**src/rtl/seq_signed_divider.sv**
```systemverilog
`default_nettype none
// ============================================================================
// Module   : seq_signed_divider
// Summary  : Iterative restoring signed divider, 2W-bit / W-bit, one step per clk.
// Revision : 1.0
// ============================================================================
module seq_signed_divider #(
  parameter int WIDTH = 32
) (
  input  logic               clk,
  input  logic               rst,
  input  logic               in_valid,
  output logic               in_ready,
  input  logic [2*WIDTH-1:0] dividend,
  input  logic [WIDTH-1:0]   divisor,
  output logic               out_valid,
  input  logic               out_ready,
  output logic [WIDTH-1:0]   quotient,
  output logic [WIDTH-1:0]   remainder,
  output logic               div_by_zero,
  output logic               overflow,
  output logic               busy
);

  localparam int CW = $clog2(WIDTH);

  typedef enum logic [2:0] {
    S_IDLE  = 3'd0,
    S_CHECK = 3'd1,
    S_DIV   = 3'd2,
    S_FIX   = 3'd3,
    S_DONE  = 3'd4
  } state_t;

  state_t               state_q, state_d;
  logic [2*WIDTH-1:0]   dvd_q, dvd_d;
  logic [WIDTH-1:0]     dvs_q, dvs_d;
  logic                 quot_neg_q, quot_neg_d;
  logic                 rem_neg_q, rem_neg_d;
  logic [WIDTH-1:0]     prem_q, prem_d;
  logic [WIDTH-1:0]     shreg_q, shreg_d;
  logic [WIDTH-1:0]     dmag_q, dmag_d;
  logic [CW-1:0]        cnt_q, cnt_d;
  logic [WIDTH-1:0]     quotient_q, quotient_d;
  logic [WIDTH-1:0]     remainder_q, remainder_d;
  logic                 dbz_q, dbz_d;
  logic                 ovf_q, ovf_d;
  logic                 out_valid_q, out_valid_d;

  logic [2*WIDTH-1:0]   dvd_mag;
  logic [WIDTH-1:0]     dvs_mag;
  logic [WIDTH:0]       trial_sh;
  logic [WIDTH:0]       trial_diff;
  logic                 q_too_big;

  always_ff @(posedge clk) begin
    if (rst) begin
      state_q     <= S_IDLE;
      dvd_q       <= '0;
      dvs_q       <= '0;
      quot_neg_q  <= 1'b0;
      rem_neg_q   <= 1'b0;
      prem_q      <= '0;
      shreg_q     <= '0;
      dmag_q      <= '0;
      cnt_q       <= '0;
      quotient_q  <= '0;
      remainder_q <= '0;
      dbz_q       <= 1'b0;
      ovf_q       <= 1'b0;
      out_valid_q <= 1'b0;
    end else begin
      state_q     <= state_d;
      dvd_q       <= dvd_d;
      dvs_q       <= dvs_d;
      quot_neg_q  <= quot_neg_d;
      rem_neg_q   <= rem_neg_d;
      prem_q      <= prem_d;
      shreg_q     <= shreg_d;
      dmag_q      <= dmag_d;
      cnt_q       <= cnt_d;
      quotient_q  <= quotient_d;
      remainder_q <= remainder_d;
      dbz_q       <= dbz_d;
      ovf_q       <= ovf_d;
      out_valid_q <= out_valid_d;
    end
  end

  always_comb begin
    state_d     = state_q;
    dvd_d       = dvd_q;
    dvs_d       = dvs_q;
    quot_neg_d  = quot_neg_q;
    rem_neg_d   = rem_neg_q;
    prem_d      = prem_q;
    shreg_d     = shreg_q;
    dmag_d      = dmag_q;
    cnt_d       = cnt_q;
    quotient_d  = quotient_q;
    remainder_d = remainder_q;
    dbz_d       = dbz_q;
    ovf_d       = ovf_q;
    out_valid_d = out_valid_q;

    // Unsigned magnitudes: the most negative values map onto their exact unsigned value.
    dvd_mag    = dvd_q[2*WIDTH-1] ? -dvd_q : dvd_q;
    dvs_mag    = dvs_q[WIDTH-1] ? -dvs_q : dvs_q;
    trial_sh   = {prem_q, shreg_q[WIDTH-1]};
    trial_diff = trial_sh - {1'b0, dmag_q};
    q_too_big  = quot_neg_q ? (shreg_q[WIDTH-1] & (|shreg_q[WIDTH-2:0]))
                            : shreg_q[WIDTH-1];

    case (state_q)
      S_IDLE: begin
        if (in_valid) begin
          dvd_d       = dividend;
          dvs_d       = divisor;
          quot_neg_d  = dividend[2*WIDTH-1] ^ divisor[WIDTH-1];
          rem_neg_d   = dividend[2*WIDTH-1];
          quotient_d  = '0;
          remainder_d = '0;
          dbz_d       = 1'b0;
          ovf_d       = 1'b0;
          state_d     = S_CHECK;
        end
      end
      S_CHECK: begin
        // Early-exit cases pass through FIX so every result leaves via one registered stage.
        if (dvs_q == '0) begin
          dbz_d       = 1'b1;
          remainder_d = dvd_q[WIDTH-1:0];
          state_d     = S_FIX;
        end else if (dvd_mag[2*WIDTH-1:WIDTH] >= dvs_mag) begin
          ovf_d   = 1'b1;
          state_d = S_FIX;
        end else begin
          prem_d  = dvd_mag[2*WIDTH-1:WIDTH];
          shreg_d = dvd_mag[WIDTH-1:0];
          dmag_d  = dvs_mag;
          cnt_d   = '0;
          state_d = S_DIV;
        end
      end
      S_DIV: begin
        // Low dividend bits shift out of shreg while quotient bits shift in behind them.
        if (!trial_diff[WIDTH]) begin
          prem_d  = trial_diff[WIDTH-1:0];
          shreg_d = {shreg_q[WIDTH-2:0], 1'b1};
        end else begin
          prem_d  = trial_sh[WIDTH-1:0];
          shreg_d = {shreg_q[WIDTH-2:0], 1'b0};
        end
        cnt_d = cnt_q + CW'(1);
        if (cnt_q == CW'(WIDTH-1)) begin
          state_d = S_FIX;
        end
      end
      S_FIX: begin
        if (!(dbz_q || ovf_q)) begin
          if (q_too_big) begin
            ovf_d = 1'b1;
          end else begin
            quotient_d  = quot_neg_q ? -shreg_q : shreg_q;
            remainder_d = rem_neg_q ? -prem_q : prem_q;
          end
        end
        out_valid_d = 1'b1;
        state_d     = S_DONE;
      end
      S_DONE: begin
        if (out_ready) begin
          out_valid_d = 1'b0;
          state_d     = S_IDLE;
        end
      end
      default: begin
        state_d = S_IDLE;
      end
    endcase
  end

  assign in_ready    = (state_q == S_IDLE);
  assign busy        = (state_q != S_IDLE);
  assign out_valid   = out_valid_q;
  assign quotient    = quotient_q;
  assign remainder   = remainder_q;
  assign div_by_zero = dbz_q;
  assign overflow    = ovf_q;

endmodule
`default_nettype wire
```
**config.mk**
```make
export PLATFORM = sky130hd
export DESIGN_NAME = seq_signed_divider
export DESIGN_NICKNAME = d
export VERILOG_FILES = /design/src/rtl/seq_signed_divider.sv
export SDC_FILE = /design/constraint.sdc
export NUM_CORES = 1
export LEC_CHECK = 0
export BUFFER_PORTS_ARGS = -buffer_cell sky130_fd_sc_hd__buf_4
export CORE_AREA = 2 2 167 169
export DETAILED_ROUTE_END_ITERATION = 8
export DIE_AREA = 0 0 169 171
export PLACE_DENSITY = 0.77
export SLEW_MARGIN = 20
export SYNTH_ARGS = -nofsm -noshare
export SYNTH_HDL_FRONTEND = slang
export SYNTH_SLANG_ARGS = --single-unit
```
**constraint.sdc**
```tcl
create_clock -name clk -period 7.5 [get_ports clk]
set_input_delay 1.5 -clock clk [delete_from_list [all_inputs] [get_ports clk]]
set_output_delay 1.5 -clock clk [all_outputs]
set_load 0.01 [all_outputs]
```
Yosys cells after proc, flatten, opt, wreduce, memory -nomap -nowiden
Index checks and enable logic that the tools add are counted.
{"block": "word_totals", "register_bits": 269, "latchBits": 0, "mem_bits_rw": 0, "rom_bits": 0, "output_inout_bits": 69, "elab_cells": 99, "n_memories": 0}
{"block": "classes", "n_addsub": 6, "mul": 0, "div": 0, "n_lt_le_gt_ge": 1, "n_eq_ne": 15, "shift": 0, "n_mux": 40, "n_bitwise": 4, "n_reduce_logical": 19}
{"op": "$mux W32", "n": 14}
{"op": "$pmux W32 S2", "n": 3}
{"op": "$neg A32 Y32", "n": 3}
{"op": "$pmux W32 S3", "n": 1}
{"op": "$mux W64", "n": 1}
{"op": "$neg A64 Y64", "n": 1}
{"op": "$sub A33 B32 Y33", "n": 1}
{"op": "$ge A32 B32 Y1", "n": 1}
{"op": "$logic_not A32 Y1", "n": 1}
{"op": "$reduce_or A31 Y1", "n": 1}
{"op": "$ne A2 B2 Y1 const B", "n": 10}
{"op": "$pmux W3 S5", "n": 1}
{"op": "$reduce_and A3 Y1", "n": 4}
{"op": "$mux W1", "n": 11}
{"op": "$mux W5", "n": 2}
{"op": "$pmux W5 S2", "n": 1}
{"op": "$mux W3", "n": 3}
{"op": "$reduce_bool A2 Y1", "n": 4}
{"op": "$eq A3 B2 Y1 const B", "n": 2}
{"op": "$reduce_and A6 Y1", "n": 1}
{"op": "$reduce_bool A3 Y1", "n": 2}
{"op": "$add A5 B1 Y5 const B", "n": 1}
{"op": "$eq A5 B5 Y1 const B", "n": 1}
{"op": "$reduce_and A5 Y1", "n": 1}
{"op": "other kinds (11)", "n": 14}

Depth between registers and ports, before layout
{"block": "logic_depth", "ltp_word": 6, "mapped_depth": 21, "mapped_depth_nobuf": 18}

Worst setup path before layout
OpenSTA, ideal clock, no wires.
{"block": "synth_timing", "path_kind": "flip-flop to flip-flop", "from": "register dvd_q[31]", "to": "register dmag_q[0]", "t_arrival_ps": 5288, "path_slack_ps": 2084, "path_stages_with_launch": 20, "period_less_slack_ps": 5416, "cell_sequence": "dfxtp_1 > or4_1 > or3_1 > nor4bb_1 > nor3b_1 > nand3b_1 > o41ai_1 > xnor2_1 > ha_1 > a21oi_1 > o21ai_0 > a221oi_1 > o32ai_1 > a2111oi_0 > and4_1 > buf_2 > clkbuf_1 > clkbuf_1 > mux2i_1 > nor2_1"}
{"block": "synth_via", "elab_chain_cells": 5}
{"element": "start: declaration", "line": "36", "rtl": "logic [2*WIDTH-1:0] dvd_q, dvd_d;"}
{"element": "start signal: assignment", "line": "74", "rtl": "dvd_q <= dvd_d;"}
{"element": "$neg A64 Y64", "line": "107", "rtl": "dvd_mag = dvd_q[2*WIDTH-1] ? -dvd_q : dvd_q;"}
{"element": "$mux W64", "line": "107"}
{"element": "$ge A32 B32 Y1", "line": "134", "rtl": "end else if (dvd_mag[2*WIDTH-1:WIDTH] >= dvs_mag) begin"}
{"element": "$not A1 Y1 (no line)"}
{"element": "$reduce_and A3 Y1 (no line)"}
{"element": "end signal: assignment", "line": "80", "rtl": "dmag_q <= dmag_d;"}
{"element": "end: declaration", "line": "42", "rtl": "logic [WIDTH-1:0] dmag_q, dmag_d;"}
No other way between the ends.
A chain may end at the register's enable or synchronous reset.

Worst setup path in the final report
{"block": "layout_timing", "from": "register dvd_q[31]", "to": "register shreg_q[1]"}
{"block": "layout_via", "elab_chain_cells": 5}
{"element": "$neg A64 Y64", "line": "107"}
{"element": "$mux W64", "line": "107"}
{"element": "$ge A32 B32 Y1", "line": "134"}
{"element": "$ne A2 B2 Y1 (no line)"}
{"element": "$reduce_and A3 Y1 (no line)"}
{"element": "end signal: assignment", "line": "79", "rtl": "shreg_q <= shreg_d;"}
{"element": "end: declaration", "line": "41", "rtl": "logic [WIDTH-1:0] shreg_q, shreg_d;"}
No other way between the ends.

==> results by group <==
Placed design
  • Detailed placer's ending HPWL: 37,200 um
  • Worst Setup Slack post-DPL: 909 ps
  • Count of buffers from port buffering: 168
  • Final Wtd Congestion: 0.978

Synth
  • Number of standard cells after synthesis: 2,044
  • Proportion of register bits with asynchronous set or reset after synthesis: 0%
  • Number of synthesized flops with an enable pin: 0
  • Sequential share of the synthesized area: 33.6%
  • Most frequently used flop master after synthesis: dfxtp_1
  • Per-instance average area after synthesis: 7.82 um^2
  • Syn_nets: 2,215
  • Count of synthesis-stage warnings from yosys: 0
  • FF+latch count, synth: 268
  • Synth Cell Area: 16,000 um^2
  • Number of distinct library cell variants in the gate-level netlist after synthesis: 72

Finish
  • Top library cells by usage in the layout, fill and taps aside: 334 x nand2_1, 267 x dfxtp_1, 183 x a21oi_1, 182 x buf_4, 162 x nor2_1
  • Sequential cell area: 5370 um^2
  • Area occupied by multi-input gates: 9870 um^2
  • Nets: 2,298
  • Fillers: 2,377
  • Share of layout cells above drive strength 1: 12.5%
  • Share of the core filled with cells: 67.2%
  • Count of antenna diodes in the layout: 0
  • Most frequent standard cell in the layout excluding fill and tap cells: nand2_1
  • Relative area change from synthesis to final layout: 14.9%

Drt
  • Detailed-routing iteration count for the pre-antenna-repair pass: 6
  • Number of nets still failing antenna checks after routing: 0
  • Post-Route WL: 49,900 um
  • Number of vias in the routed layout: 15,570
  • Drt initial violations: 1,611
  • Number of design rule violations left after detail routing: 0
  • DR WL/cell: 20.0 um
  • Ratio of routed vias to standard cells: 6.24

Clock network
  • Count of clock tree sinks: 268
  • CTS max path bufs: 3
  • Number of buffers inserted during clock tree synthesis: 29
  • Count of cells resized by post-cts repair: 0
  • Hold Buf Count CTS: 0
  • TritonCTS clock tree: done
  • Clock edge transition at the registers on the reported setup and hold paths: 60 ps
  • CTS root buffer: clkbuf_16
  • Htree depth: 1
  • Setup bufs post-CTS: 0
  • Worst-skew pair later-pin latency: 570 ps

STA
  • Worst relative slew slack: 29.1%
  • Worst-case hold slack: 458 ps
  • Worst clock skew: 23.2 ps
  • Fin. max-slew vios: 0
  • Unrepaired setup endpoints after global routing: false
  • Setup TNS after final layout: 0 ps
  • Max Fclk: 148 MHz
  • Ratio of final minimum period to clock period: 90.2%
  • Number of hold-slack violations in the final timing report: 0
  • Crit path time final: 6760 ps
  • Number of setup violations in the final report: 0
  • Worst-Margin Slew: 1060 ps
  • Crit path setup slack, layout: 736 ps

Power and ir drop
  • Leakage power summed over all cells: 7.04 nW
  • Max rail drop VDD: 450 uV
  • Power Density: 435 nW/um^2
  • Power consumption: 0.00799 W

Floorplanning
  • CORE AREA: 27,300 um^2
  • Die W: 169 um
  • Die Area: 28,900 um^2
  • Cell row count: 61
  • IO Pins: 169
  • Vert. Die Dim: 171 um
  • Effective utilization at floorplan: 58.5%

Flow run
  • Max-cap violations: 0

Global route
  • Global-route wire length before repair: 77,400 um
  • GRT overflow: 0
  • Met1 Usage GRT: 45.8%
  • Total global-route track usage: 33.3%
  • Met3 track demand over resource in global routing: 5.07%
  • Number of antenna violations at the first check in global routing: 1
  • GR Util met2: 53.1%
  • Pin count of the biggest net entering global routing: 112
  • Via count of the first global-routing pass: 14,183
  • Layer with the highest usage after global routing: met2

Worst setup path
  • Critical Path Sink Type: register
  • Worst EP arrival: 7180 ps
  • Startpoint types: register
  • Required time reported for the critical path endpoint: 7920 ps
  • Max Fanout on Critical Path: 49
  • Type of the worst setup path: register to register

Run status
  • Status: complete, no violations

Min path
  • Class of the tightest hold or removal check: register to register
==> stage by stage <==
step | std cells | cell area [um^2]
floorplan | 2044 | 16000
global placement | 2442 | 17300
detailed placement | 2442 | 17300
CTS | 2496 | 18300
global route | 2496 | 18400
finish | 2496 | 18400
==> final cells by class <==
class	count	share of cell area (%)
multi-input combinational	1568	53.8
sequential	268	29.2
timing repair buffer	183	7.51
clock buffer	35	4.24
tap	346	2.36
inverter	77	1.57
clock inverter	19	1.32
==> critical path: stages, from the launching register on <==
cell and delay (ps):
dfxtp_1 370, or4_1 590, or3_1 380, nor4bb_1 460, nor3b_1 320, nand3b_1 390, o41ai_1 450, xnor2_1 220
ha_1 300, a21oi_1 140, o21ai_0 100, a221oi_1 310, o32ai_1 110, a2111oi_0 830, and4_4 840, buf_4 460
o211ai_1 150, o211ai_1 110, a21oi_1 80
==> power breakdown <==
part	switching (W)	internal (W)	total, W	leakage (nW)
clock	0.000617	0.000913	0.00153	0.506
sequential	0.000348	0.00164	0.00199	2.18
combinational	0.00266	0.00180	0.00447	4.35
total	0.00363	0.00436	0.00799	7.04
==> sequential cells by signal, summed over array words and instances (netlist names) <==
signal / count
quotient: 32
dvd_q: 64
prem_q: 32
quot_neg_q: 1
state_q: 3
out_valid: 1
dvs_q: 32
overflow: 1
remainder: 32
shreg_q: 32
cnt_q: 5
div_by_zero: 1
dmag_q: 32
==> final timing paths <==
check	startpoint	to	slack, ps	cells after the start
setup / recovery	dvd_q[31]	shreg_q[1]	740	18
hold reg to reg	remainder[31]	remainder[31]	460	2
setup reg to reg	dvd_q[31]	shreg_q[1]	740	18
hold / removal	remainder[31]	remainder[31]	460	2
==> per-layer routing <==
| layer | share of wire, % | wire (um) |
|---|---|---|
| met5 | 0.028 | 14 |
| met4 | 3.8 | 1890 |
| met3 | 8.3 | 4160 |
| met2 | 45 | 22300 |
| met1 | 43 | 21500 |
==> cell usage after synthesis (21+ instances only) <==
cell type  instances  area share, %
a211oi_1          51            2.4
a21oi_1          183            5.7
a22oi_1           63            3.0
clkbuf_1         115            2.7
dfxtp_1          268             34
ha_1              70            5.5
inv_1             77            1.8
mux2i_1           46            2.9
nand2_1          336            7.9
nand3_1           24           0.75
nor2_1           162            3.8
nor2b_1           21           0.82
nor3_1            33            1.0
o211ai_1          31            1.5
o21ai_0           77            2.4
o22ai_1           33            1.3
o31ai_1           46            2.2
o41ai_1           24            1.3
or4_1             24            1.1
xnor2_1          105            5.8
xor2_1            74            4.1
==> kinds of logic (layout without fill, tap and decap cells) <==
group	after synthesis	after routing	synth area share, %
simple gates	695	695	19.7
compound gates	572	572	23.1
mux	51	51	3.23
buf+inv	208	314	4.98
xor+xnor	179	179	9.81
flops	268	268	33.6
fa+ha+maj	71	71	5.61
Note: power is estimated with default switching activity, not from simulation.
